==> src/rtl/scan_line_packer.sv <==
// Scan-line packer: frames each requested line as SYNC_BYTE, line-count header and
// LINE_LEN source samples into a first-word-fall-through byte FIFO.
// Optional macro SCAN_LINE_PACKER_CHECKSUM_EN appends an 8-bit sum trailer per line.
module scan_line_packer #(
  parameter int         LINE_LEN  = 64,
  parameter int         DEPTH     = 16,
  parameter logic [7:0] SYNC_BYTE = 8'hA5
) (
  input  logic       CLK,
  input  logic       nCLR,
  input  logic       LINE_START,
  input  logic [7:0] D,
  output logic       nEN,
  output logic [7:0] OUT_DATA,
  output logic       OUT_VALID,
  input  logic       OUT_READY,
  output logic       BUSY,
  output logic [7:0] LINE_CNT
);

  localparam int          AW       = $clog2(DEPTH);
  localparam logic [AW:0] FULL_OCC = (AW+1)'(DEPTH);
  localparam logic [AW:0] OCC_ONE  = (AW+1)'(1);
  localparam logic [AW-1:0] PTR_ONE = AW'(1);
  localparam logic [7:0]  LAST_IDX = 8'(LINE_LEN - 1);

  localparam logic [2:0] S_IDLE    = 3'd0;
  localparam logic [2:0] S_SYNC    = 3'd1;
  localparam logic [2:0] S_HDR     = 3'd2;
  localparam logic [2:0] S_CAPTURE = 3'd3;
`ifdef SCAN_LINE_PACKER_CHECKSUM_EN
  localparam logic [2:0] S_CSUM    = 3'd4;

  function automatic logic [7:0] csum_add(input logic [7:0] acc, input logic [7:0] smp);
    return acc + smp;
  endfunction
`endif

  logic [2:0]    state_q, state_d;
  logic [AW:0]   occ_q, occ_d;
  logic [AW-1:0] wr_ptr_q, wr_ptr_d;
  logic [AW-1:0] rd_ptr_q, rd_ptr_d;
  logic [7:0]    samp_q, samp_d;
  logic [7:0]    line_cnt_q, line_cnt_d;
  logic [7:0]    mem_q [DEPTH];
`ifdef SCAN_LINE_PACKER_CHECKSUM_EN
  logic [7:0]    sum_q, sum_d;
`endif

  logic       full;
  logic       pop;
  logic       push;
  logic       src_take;
  logic [7:0] push_byte;

  // Fullness is judged on the registered occupancy, so a same-cycle pop never frees a slot.
  always_comb begin
    full       = (occ_q == FULL_OCC);
    pop        = (occ_q != '0) && OUT_READY;
    push       = 1'b0;
    push_byte  = 8'h00;
    src_take   = 1'b0;
    state_d    = state_q;
    samp_d     = samp_q;
    line_cnt_d = line_cnt_q;
`ifdef SCAN_LINE_PACKER_CHECKSUM_EN
    sum_d      = sum_q;
`endif
    case (state_q)
      S_IDLE: begin
        if (LINE_START) state_d = S_SYNC;
      end
      S_SYNC: begin
        if (!full) begin
          push      = 1'b1;
          push_byte = SYNC_BYTE;
          state_d   = S_HDR;
        end
      end
      S_HDR: begin
        if (!full) begin
          push      = 1'b1;
          push_byte = line_cnt_q;
          state_d   = S_CAPTURE;
`ifdef SCAN_LINE_PACKER_CHECKSUM_EN
          sum_d     = 8'h00;
`endif
        end
      end
      S_CAPTURE: begin
        if (!full) begin
          push      = 1'b1;
          push_byte = D;
          src_take  = 1'b1;
`ifdef SCAN_LINE_PACKER_CHECKSUM_EN
          sum_d     = csum_add(sum_q, D);
`endif
          if (samp_q == LAST_IDX) begin
            samp_d     = 8'h00;
`ifdef SCAN_LINE_PACKER_CHECKSUM_EN
            state_d    = S_CSUM;
`else
            state_d    = S_IDLE;
            line_cnt_d = line_cnt_q + 8'd1;
`endif
          end else begin
            samp_d = samp_q + 8'd1;
          end
        end
      end
`ifdef SCAN_LINE_PACKER_CHECKSUM_EN
      S_CSUM: begin
        if (!full) begin
          push       = 1'b1;
          push_byte  = sum_q;
          state_d    = S_IDLE;
          line_cnt_d = line_cnt_q + 8'd1;
        end
      end
`endif
      default: state_d = S_IDLE;
    endcase

    case ({push, pop})
      2'b10:   occ_d = occ_q + OCC_ONE;
      2'b01:   occ_d = occ_q - OCC_ONE;
      default: occ_d = occ_q;
    endcase
    wr_ptr_d = push ? (wr_ptr_q + PTR_ONE) : wr_ptr_q;
    rd_ptr_d = pop  ? (rd_ptr_q + PTR_ONE) : rd_ptr_q;
  end

  always_ff @(posedge CLK) begin
    if (!nCLR) begin
      state_q    <= S_IDLE;
      occ_q      <= '0;
      wr_ptr_q   <= '0;
      rd_ptr_q   <= '0;
      samp_q     <= 8'h00;
      line_cnt_q <= 8'h00;
    end else begin
      state_q    <= state_d;
      occ_q      <= occ_d;
      wr_ptr_q   <= wr_ptr_d;
      rd_ptr_q   <= rd_ptr_d;
      samp_q     <= samp_d;
      line_cnt_q <= line_cnt_d;
    end
  end

  // Storage and running sum carry no reset; occupancy alone decides what is valid.
  always_ff @(posedge CLK) begin
    if (push) mem_q[wr_ptr_q] <= push_byte;
`ifdef SCAN_LINE_PACKER_CHECKSUM_EN
    sum_q <= sum_d;
`endif
  end

  assign nEN       = !(src_take && nCLR);
  assign OUT_VALID = nCLR && (occ_q != '0);
  assign OUT_DATA  = OUT_VALID ? mem_q[rd_ptr_q] : 8'h00;
  assign BUSY      = nCLR && (state_q != S_IDLE);
  assign LINE_CNT  = line_cnt_q;

endmodule

==> config.mk <==
export PLATFORM = sky130hd
export DESIGN_NAME = scan_line_packer
export DESIGN_NICKNAME = d
export VERILOG_FILES = /design/src/rtl/scan_line_packer.sv
export SDC_FILE = /design/constraint.sdc
export NUM_CORES = 1
export LEC_CHECK = 0
export ABC_AREA = 1
export BUFFER_PORTS_ARGS = -buffer_cell sky130_fd_sc_hd__buf_4
export CORE_ASPECT_RATIO = 0.8
export CORE_MARGIN = 2
export CORE_UTILIZATION = 60
export CTS_CLUSTER_DIAMETER = 150
export DETAILED_ROUTE_END_ITERATION = 10
export GPL_TIMING_DRIVEN = 0
export MAX_ROUTING_LAYER = met4
export PLACE_DENSITY = 0.8
export SYNTH_ARGS = -nofsm -noshare
export SYNTH_HDL_FRONTEND = slang
export SYNTH_SLANG_ARGS = --single-unit
export TNS_END_PERCENT = 50
==> constraint.sdc <==
create_clock -name CLK -period 5.7 [get_ports CLK]
set_input_delay 0.57 -clock CLK [delete_from_list [all_inputs] [get_ports CLK]]
set_output_delay 0.57 -clock CLK [all_outputs]
set_load 0.01 [all_outputs]
# --- After elaboration in Yosys (flattened, before gate mapping) ---
# Memories as Yosys holds them, arrays and structs flattened. A register that Yosys moved wholly into a read port is not among the register bits.
# Cells that the tools add are included.
word_totals:
  ff_bits: 32
  ram_bits: 128
  output_inout_bits: 19
  wordCells: 59
  memories: 1
mem_list:
  columns: ["memory", "depth", "width", "read_ports", "rd_clocked_by_memory_dff", "wr", "line", "source"]
  rows:
  - ["mem_q", 16, 8, 1, 1, 1, "45", "logic [7:0] mem_q [DEPTH];"]
classes:
  add_sub_neg: 6
  n_eq_ne: 12
  muxes: 20
  bitwise: 1
  n_reduce_logical: 13
ops:
  columns: ["op", "count"]
  rows:
  - ["$mux W8", 5]
  - ["$pmux W8 S3", 1]
  - ["$add A8 B1 Y8 const B", 2]
  - ["$mux W3", 5]
  - ["$pmux W3 S4", 1]
  - ["$ne A2 B2 Y1 const B", 5]
  - ["$pmux W5 S2", 1]
  - ["$add A4 B1 Y4 const B", 2]
  - ["$eq A8 B6 Y1 const B", 1]
  - ["$mux W4", 2]
  - ["$eq A3 B2 Y1 const B", 2]
  - ["$add A5 B1 Y5 const B", 1]
  - ["$eq A5 B5 Y1 const B", 1]
  - ["$mux W1", 5]
  - ["$reduce_and A5 Y1", 1]
  - ["$reduce_bool A5 Y1", 1]
  - ["$sub A5 B1 Y5 const B", 1]
  - ["$logic_and A1 B1 Y1", 4]
  - ["$eq A3 B1 Y1 const B", 1]
  - ["$logic_not A3 Y1", 1]
  - ["$reduce_and A3 Y1", 1]
  - ["$reduce_bool A3 Y1", 1]
  - ["$reduce_or A3 Y1", 1]
  - ["$eq A2 B1 Y1 const B", 1]
  - ["other kinds (5)", 5]

# --- Depth between registers and ports, before layout ---
# Gate-level depths: netlist (run 1).
logic_depth:
  ltp_word: 5
  depth_mapped: 15

# --- Worst setup path after synthesis (run 1) ---
# No wires, ideal clock.
synth_timing:
  path_kind: "reg2out"
  from: "reg with a tool-made name"
  to: "out OUT_DATA[0]"
  arrival_ns: 1.369
  t_required_ns: 5.130
  path_slack_ns: 3.761
  path_stages_with_launch: 9
  n_path_buf: 3
  path_cell_list: "dfxtp_1 buf_4 inv_6 buf_4 buf_6 nor2_1 o32ai_1 nand2_1 a31oi_1"
synth_rtl:
  columns: ["element", "line", "source"]
  rows:
  - ["end, declared", "14", "output logic [7:0] OUT_DATA,"]

==> flow_summary.yaml, run 1 <==
setup_path:
  end_kind: "output port"
  cp-start-kind: "flip-flop"
  timing.rr.end: "mem_q[9][7]"
  reg2reg_depth: 4
  cp.required_ns: 5.13
  critPathKind: "reg2out"
  arrival_ns: 2.53
  crit_fanout: 10
  worstReg2RegStart: "state_q[1]"
  rrSetupSlack_ns: 3.11
detailed_routing:
  viasPerCell: 5.99
  vias: 5253
  firstDrtPassIters: 6
  wl_um: 16500
  drc: 0
  final_antenna_net_count: 0
  drtIter0Drc: 739
  avgRoutedWirePerCell_um: 18.8
sta:
  final_hold_viol_count: 0
  worst_pin_slew_ns: 1.35
  slew_headroom: 0.0952
  finalClockSkew_ns: 0.0103
  rsz0062_at_grt: "no"
  fin_crit_ns: 3.10
  max_freq_mhz: 323
  timing.final.ws_setup_ns: 2.60
  drv_slew: 0
  post-route-period-util: 0.544
  setup_violations: 0
  finalSetupTns_ns: 0
clocking:
  postCtsSetupRepairBufs: 0
  htree_levels: 4
  clock_path_buffers: 2
  root_buffer: "clkbuf_16"
  cts.hold.buffers_added: 0
  cts_buffers: 17
  cts_tree: "built"
  cts_resized: 0
  clkTransAtPathRegs_ns: 0.06
  cts_num_sinks: 163
  clk_latency_ns: 0.43
grt:
  grt_remaining_overflow: 0
  grt_pass1_wl_um: 25900
  met2_usage: 0.406
  track_usage: 0.282
  grt_use_met1: 0.384
  grt_pass1_vias: 4840
  grt_busiest_layer: "met2"
  antenna_found_initial: 0
  use_met3: 0.0865
  grt_max_degree: 17
place:
  io_buffers: 30
  dp_hpwl_um: 10900
  gp_congestion: 0.892
  place_inst: 844
  place_ws_ns: 3.01
synth:
  yosys_warnings: 0
  avgSynthCellArea_um2: 10.6
  syn_nets: 694
  syn_inst: 666
  synth_cell_types: 40
  synthFlopType: "edfxtp_1"
  synth_seq_cells: 163
  synth-edff-count: 128
  syn-cell-area_um2: 7060
  synthArstFlopShare: 0
  yosysSeqAreaShare: 0.643
floorplanning:
  rows: 35
  die_area_um2: 12700
  fp.coreArea_um2: 11500
  io_pins: 31
  die_w_um: 125
  start_util: 0.613
  die_h_um: 101
power_and_ir_drop:
  peakVddDrop_mv: 0.234
  p_per_area_nw_per_um2: 457
  total_power_uw: 3690
  p_leak_uw: 0.00294
finish:
  final_util: 0.700
  area_growth_pct: 14.2
  drive_gt1_frac: 0.123
  antennaDiodeCount: 0
  nets: 744
  fin_cells: 877
outcome:
  status: "completed"
min_path:
  min_to: "state_q[1]"
  holdCritPathClass: "in2reg"
  holdPathStages: 3
  hp-start: "nCLR"
run:
  drv_cap: 0
## where the power goes
part           leakage (uW)  total [uW]  switching, uW  internal, uW
clock              0.000279        1080            486           595
combinational       0.00123        1100            768           333
sequential          0.00144        1510           55.3          1450
## state kept, by name, indices dropped and copies added (netlist names), named ones only
register  cells
mem_q       128
LINE_CNT      8
samp_q        8
occ_q         5
rd_ptr_q      4
wr_ptr_q      4
state_q       2
## critical path, stage by stage (launching register included)
cell	delay, ns
dfxtp_1	0.34
buf_4	0.20
clkbuf_1	0.40
nor2_1	0.10
o32ai_1	0.51
nand2_1	0.10
a31oi_1	0.28
buf_4	0.17
## metrics by stage
stage               cell area, um^2  hold slack (ns)
global placement               7470            0.471
floorplan                      7060            0.464
finish                         8060            0.460
detailed placement             7480            0.499
CTS                            8050            0.449
global route                   8060            0.491
## kinds of logic after synthesis
kind of cell    Yosys count  share of synthesized area
simple gates            264                      0.153
flops                   163                      0.643
compound gates          142                      0.117
buf+inv                  68                     0.0420
fa+ha+maj                16                     0.0283
xor+xnor                 13                     0.0161
## cells in the mapped netlist (all sizes together), types with 2 or more instances
master	number	share of area
o211ai	8	0.0085
inv	38	0.021
nor2	147	0.080
nand4	7	0.0062
a31oi	8	0.0071
nor3	5	0.0035
o21ai	79	0.056
buf	11	0.011
clkbuf	16	0.0087
xor2	11	0.014
a21oi	22	0.016
dfxtp	35	0.099
ha	16	0.028
edfxtp	128	0.54
nand3	14	0.011
a221oi	4	0.0050
clkinv	3	0.0016
o32ai	16	0.020
nand2	88	0.049
xnor2	2	0.0025
## placed cells by master (no fill, tap or decap), types with 5 or more instances in the layout
| cell type | instances |
|---|---|
| nor2_1 | 144 |
| edfxtp_1 | 128 |
| nand2_1 | 84 |
| o21ai_0 | 76 |
| inv_1 | 36 |
| dfxtp_1 | 35 |
| buf_4 | 34 |
| a21oi_1 | 19 |
| clkbuf_16 | 18 |
| o32ai_1 | 16 |
| ha_1 | 16 |
| clkbuf_1 | 15 |
| nand3_1 | 12 |
| xor2_1 | 11 |
| o211ai_1 | 8 |
| a31oi_1 | 8 |
| inv_6 | 7 |
| nand4_1 | 7 |
| nor3_1 | 5 |
## layer usage
layer | part of all wire | vias up
met5 | 0 | -
met4 | 0.018 | 0
met3 | 0.11 | 29
met2 | 0.45 | 316
met1 | 0.42 | 2468
li1 | - | 2440
## layout make-up
cell class	count	area, um^2
Buffer	27	138
Clock buffer	18	450
Clock inverter	14	116
Fill cell	775	3450
Inverter	41	159
Multi-Input combinational cell	435	2230
Sequential cell	163	4540
Tap cell	148	185
Timing Repair Buffer	31	236
## worst max-delay path by stage
stage,start,to,depth (start not counted)
after floorplan,flip-flop,OUT_DATA[0],8
after global placement,state_q[0],mem_q[13][3],4
after detailed placement,state_q[0],mem_q[12][4],4
after CTS,flip-flop,OUT_DATA[5],7
after global routing,flip-flop,OUT_DATA[2],9
final,flip-flop,OUT_DATA[5],7
(Power assumes the default switching activity.)
==> inputs of run 2 (changes only) <==
--- a/config.mk
+++ b/config.mk
@@ -9,12 +9,12 @@
 export BUFFER_PORTS_ARGS = -buffer_cell sky130_fd_sc_hd__buf_4
 export CORE_ASPECT_RATIO = 0.8
 export CORE_MARGIN = 2
-export CORE_UTILIZATION = 60
+export CORE_UTILIZATION = 55
 export CTS_CLUSTER_DIAMETER = 150
 export DETAILED_ROUTE_END_ITERATION = 10
 export GPL_TIMING_DRIVEN = 0
 export MAX_ROUTING_LAYER = met4
-export PLACE_DENSITY = 0.8
+export PLACE_DENSITY = 0.77
 export SYNTH_ARGS = -nofsm -noshare
 export SYNTH_HDL_FRONTEND = slang
 export SYNTH_SLANG_ARGS = --single-unit
==> constraint.sdc (replaced) <==
create_clock -name CLK -period 2.6 [get_ports CLK]
set_input_delay 0.26 -clock CLK [delete_from_list [all_inputs] [get_ports CLK]]
set_output_delay 0.26 -clock CLK [all_outputs]
set_load 0.01 [all_outputs]
==> flow_summary.yaml, run 2 (synthesized netlist as in run 1, its figures left out) <==
grt:
  grt_remaining_overflow: 0
  grt_busiest_layer: "met1"
  track_usage: 0.262
  grt_max_degree: 17
  grt_use_met1: 0.378
  grt_pass1_vias: 4937
  antenna_found_initial: 0
  grt_pass1_wl_um: 26100
  met2_usage: 0.363
  use_met3: 0.0604
detailed_routing:
  vias: 5252
  firstDrtPassIters: 5
  drtIter0Drc: 735
  avgRoutedWirePerCell_um: 18.4
  wl_um: 16700
  drc: 0
  viasPerCell: 5.82
  final_antenna_net_count: 0
finish:
  max_flop_register: "mem_q"
  drive_gt1_frac: 0.133
  fill_cells: 987
  multi_input_area_um2: 2300
  fin_area_um2: 8130
  nets: 743
  fin_cells: 903
  ff_latch_area_um2: 4540
  antennaDiodeCount: 0
  layout_common_cells: "nor2_1 (141), edfxtp_1 (128), nand2_1 (84), o21ai_0 (76), inv_1 (36)"
  area_growth_pct: 15.1
  largest_reg_flops: 128
  final_common_cell: "nor2_1"
floorplanning:
  rows: 37
  start_util: 0.557
  fp.coreArea_um2: 12700
  die_w_um: 131
  die_h_um: 105
  io_pins: 31
  die_area_um2: 13800
place:
  place_inst: 871
  dp_hpwl_um: 11200
  dpl-instance-area_um2: 7510
  io_buffers: 30
  gp_congestion: 0.907
setup_path:
  cp.required_ns: 2.34
  reg2reg_depth: 7
  rrSetupSlack_ns: 0.24
  crit_fanout: 10
  timing.rr.end: "mem_q[5][0]"
  cp-start-kind: "flip-flop"
  end_kind: "output port"
  critPathKind: "reg2out"
  worstReg2RegStart: "state_q[0]"
  arrival_ns: 2.35
  endpoint: "OUT_DATA[5]"
min_path:
  holdCritPathClass: "in2reg"
outcome:
  violations: "setup timing"
  status: "finished with violations"
clocking:
  clock_path_buffers: 2
  cts_buffers: 17
  htree_levels: 4
  clkTransAtPathRegs_ns: 0.06
  clk_latency_ns: 0.42
  root_buffer: "clkbuf_16"
  cts_num_sinks: 163
  postCtsSetupRepairBufs: 0
  cts_tree: "built"
sta:
  drv_slew: 0
  post-route-period-util: 1.01
  timing.final.ws_setup_ns: -0.0142
  setup_violations: 1
  worst_pin_slew_ns: 1.08
  slew_headroom: 0.279
  max_freq_mhz: 383
  fin_crit_ns: 2.61
  timing.hold.ws_ns: 0.148
  final_hold_viol_count: 0
  rsz0062_at_grt: "yes"
  finalSetupTns_ns: -0.0142
  finalClockSkew_ns: 0.00891
power_and_ir_drop:
  peakVddDrop_mv: 0.522
  p_leak_uw: 0.00295
  p_per_area_nw_per_um2: 992
run:
  drv_cap: 0
[run 2: cell count changes in the layout (fill, tap and decap cells not counted), moves of 2 or more]
| cell | previous run | this run |
|---|---|---|
| o32ai_1 | 16 | 9 |
| o32ai_2 | 0 | 7 |
| inv_6 | 7 | 2 |
| clkbuf_2 | 1 | 4 |
| nor2_1 | 144 | 141 |
| nor2_2 | 2 | 5 |
| clkinv_4 | 4 | 2 |
[run 2: timing repair]
item / 4_1_cts / 5_1_grt
pin swaps: 0 / 0
endpoints found under the setup margin: 54 / 72
gates cloned: 0 / 0
resized for setup: 11 / 8
hold buffers: 0 / 0
[run 2: through the flow]
step,utilization,power (uW),worst slack (ns)
after floorplan,-,4880,0.678
after global placement,0.592,5560,0.000346
after detailed placement,0.592,5680,-0.132
after CTS,0.639,8010,0.00623
after global routing,0.641,8460,-0.113
final,0.641,8060,-0.0142
[run 2: power by group]
group | internal, uW | switching [uW]
logic | 752 | 1700
clock network | 1340 | 956
registers | 3180 | 132
[run 2: per-layer routing]
layer	vias to the layer above	routed length, um
li1	2430	-
met1	2494	7180
met2	291	7320
met3	37	1750
met4	0	405
met5	-	0
[run 2: final cells by class]
class	count	area share
multi-input cells	435	0.283
plain buffers	27	0.0174
inverters	41	0.0196
repair buffers	30	0.0277
well taps	175	0.0269
clock inverters	9	0.0102
flip-flops and latches	163	0.559
clock buffers	23	0.0563
[run 2: worst max-delay path: stages (launching register included)]
cell and delay (ns):
dfxtp_1 0.32, buf_4 0.18, inv_6 0.09, buf_4 0.19, buf_6 0.18, nor2_1 0.07, o32ai_2 0.31, nand2_1 0.11
a31oi_1 0.29, buf_4 0.18
[run 2: how the worst min path moves through the flow]
stage | from | to | cells past startpoint
2_1_floorplan | nCLR | state_q[1] | 2
3_3_place_gp | samp_q[7] | samp_q[6] | 2
3_5_place_dp | samp_q[7] | samp_q[6] | 2
4_1_cts | nCLR | state_q[1] | 3
5_1_grt | nCLR | state_q[1] | 3
6_report | nCLR | state_q[1] | 3
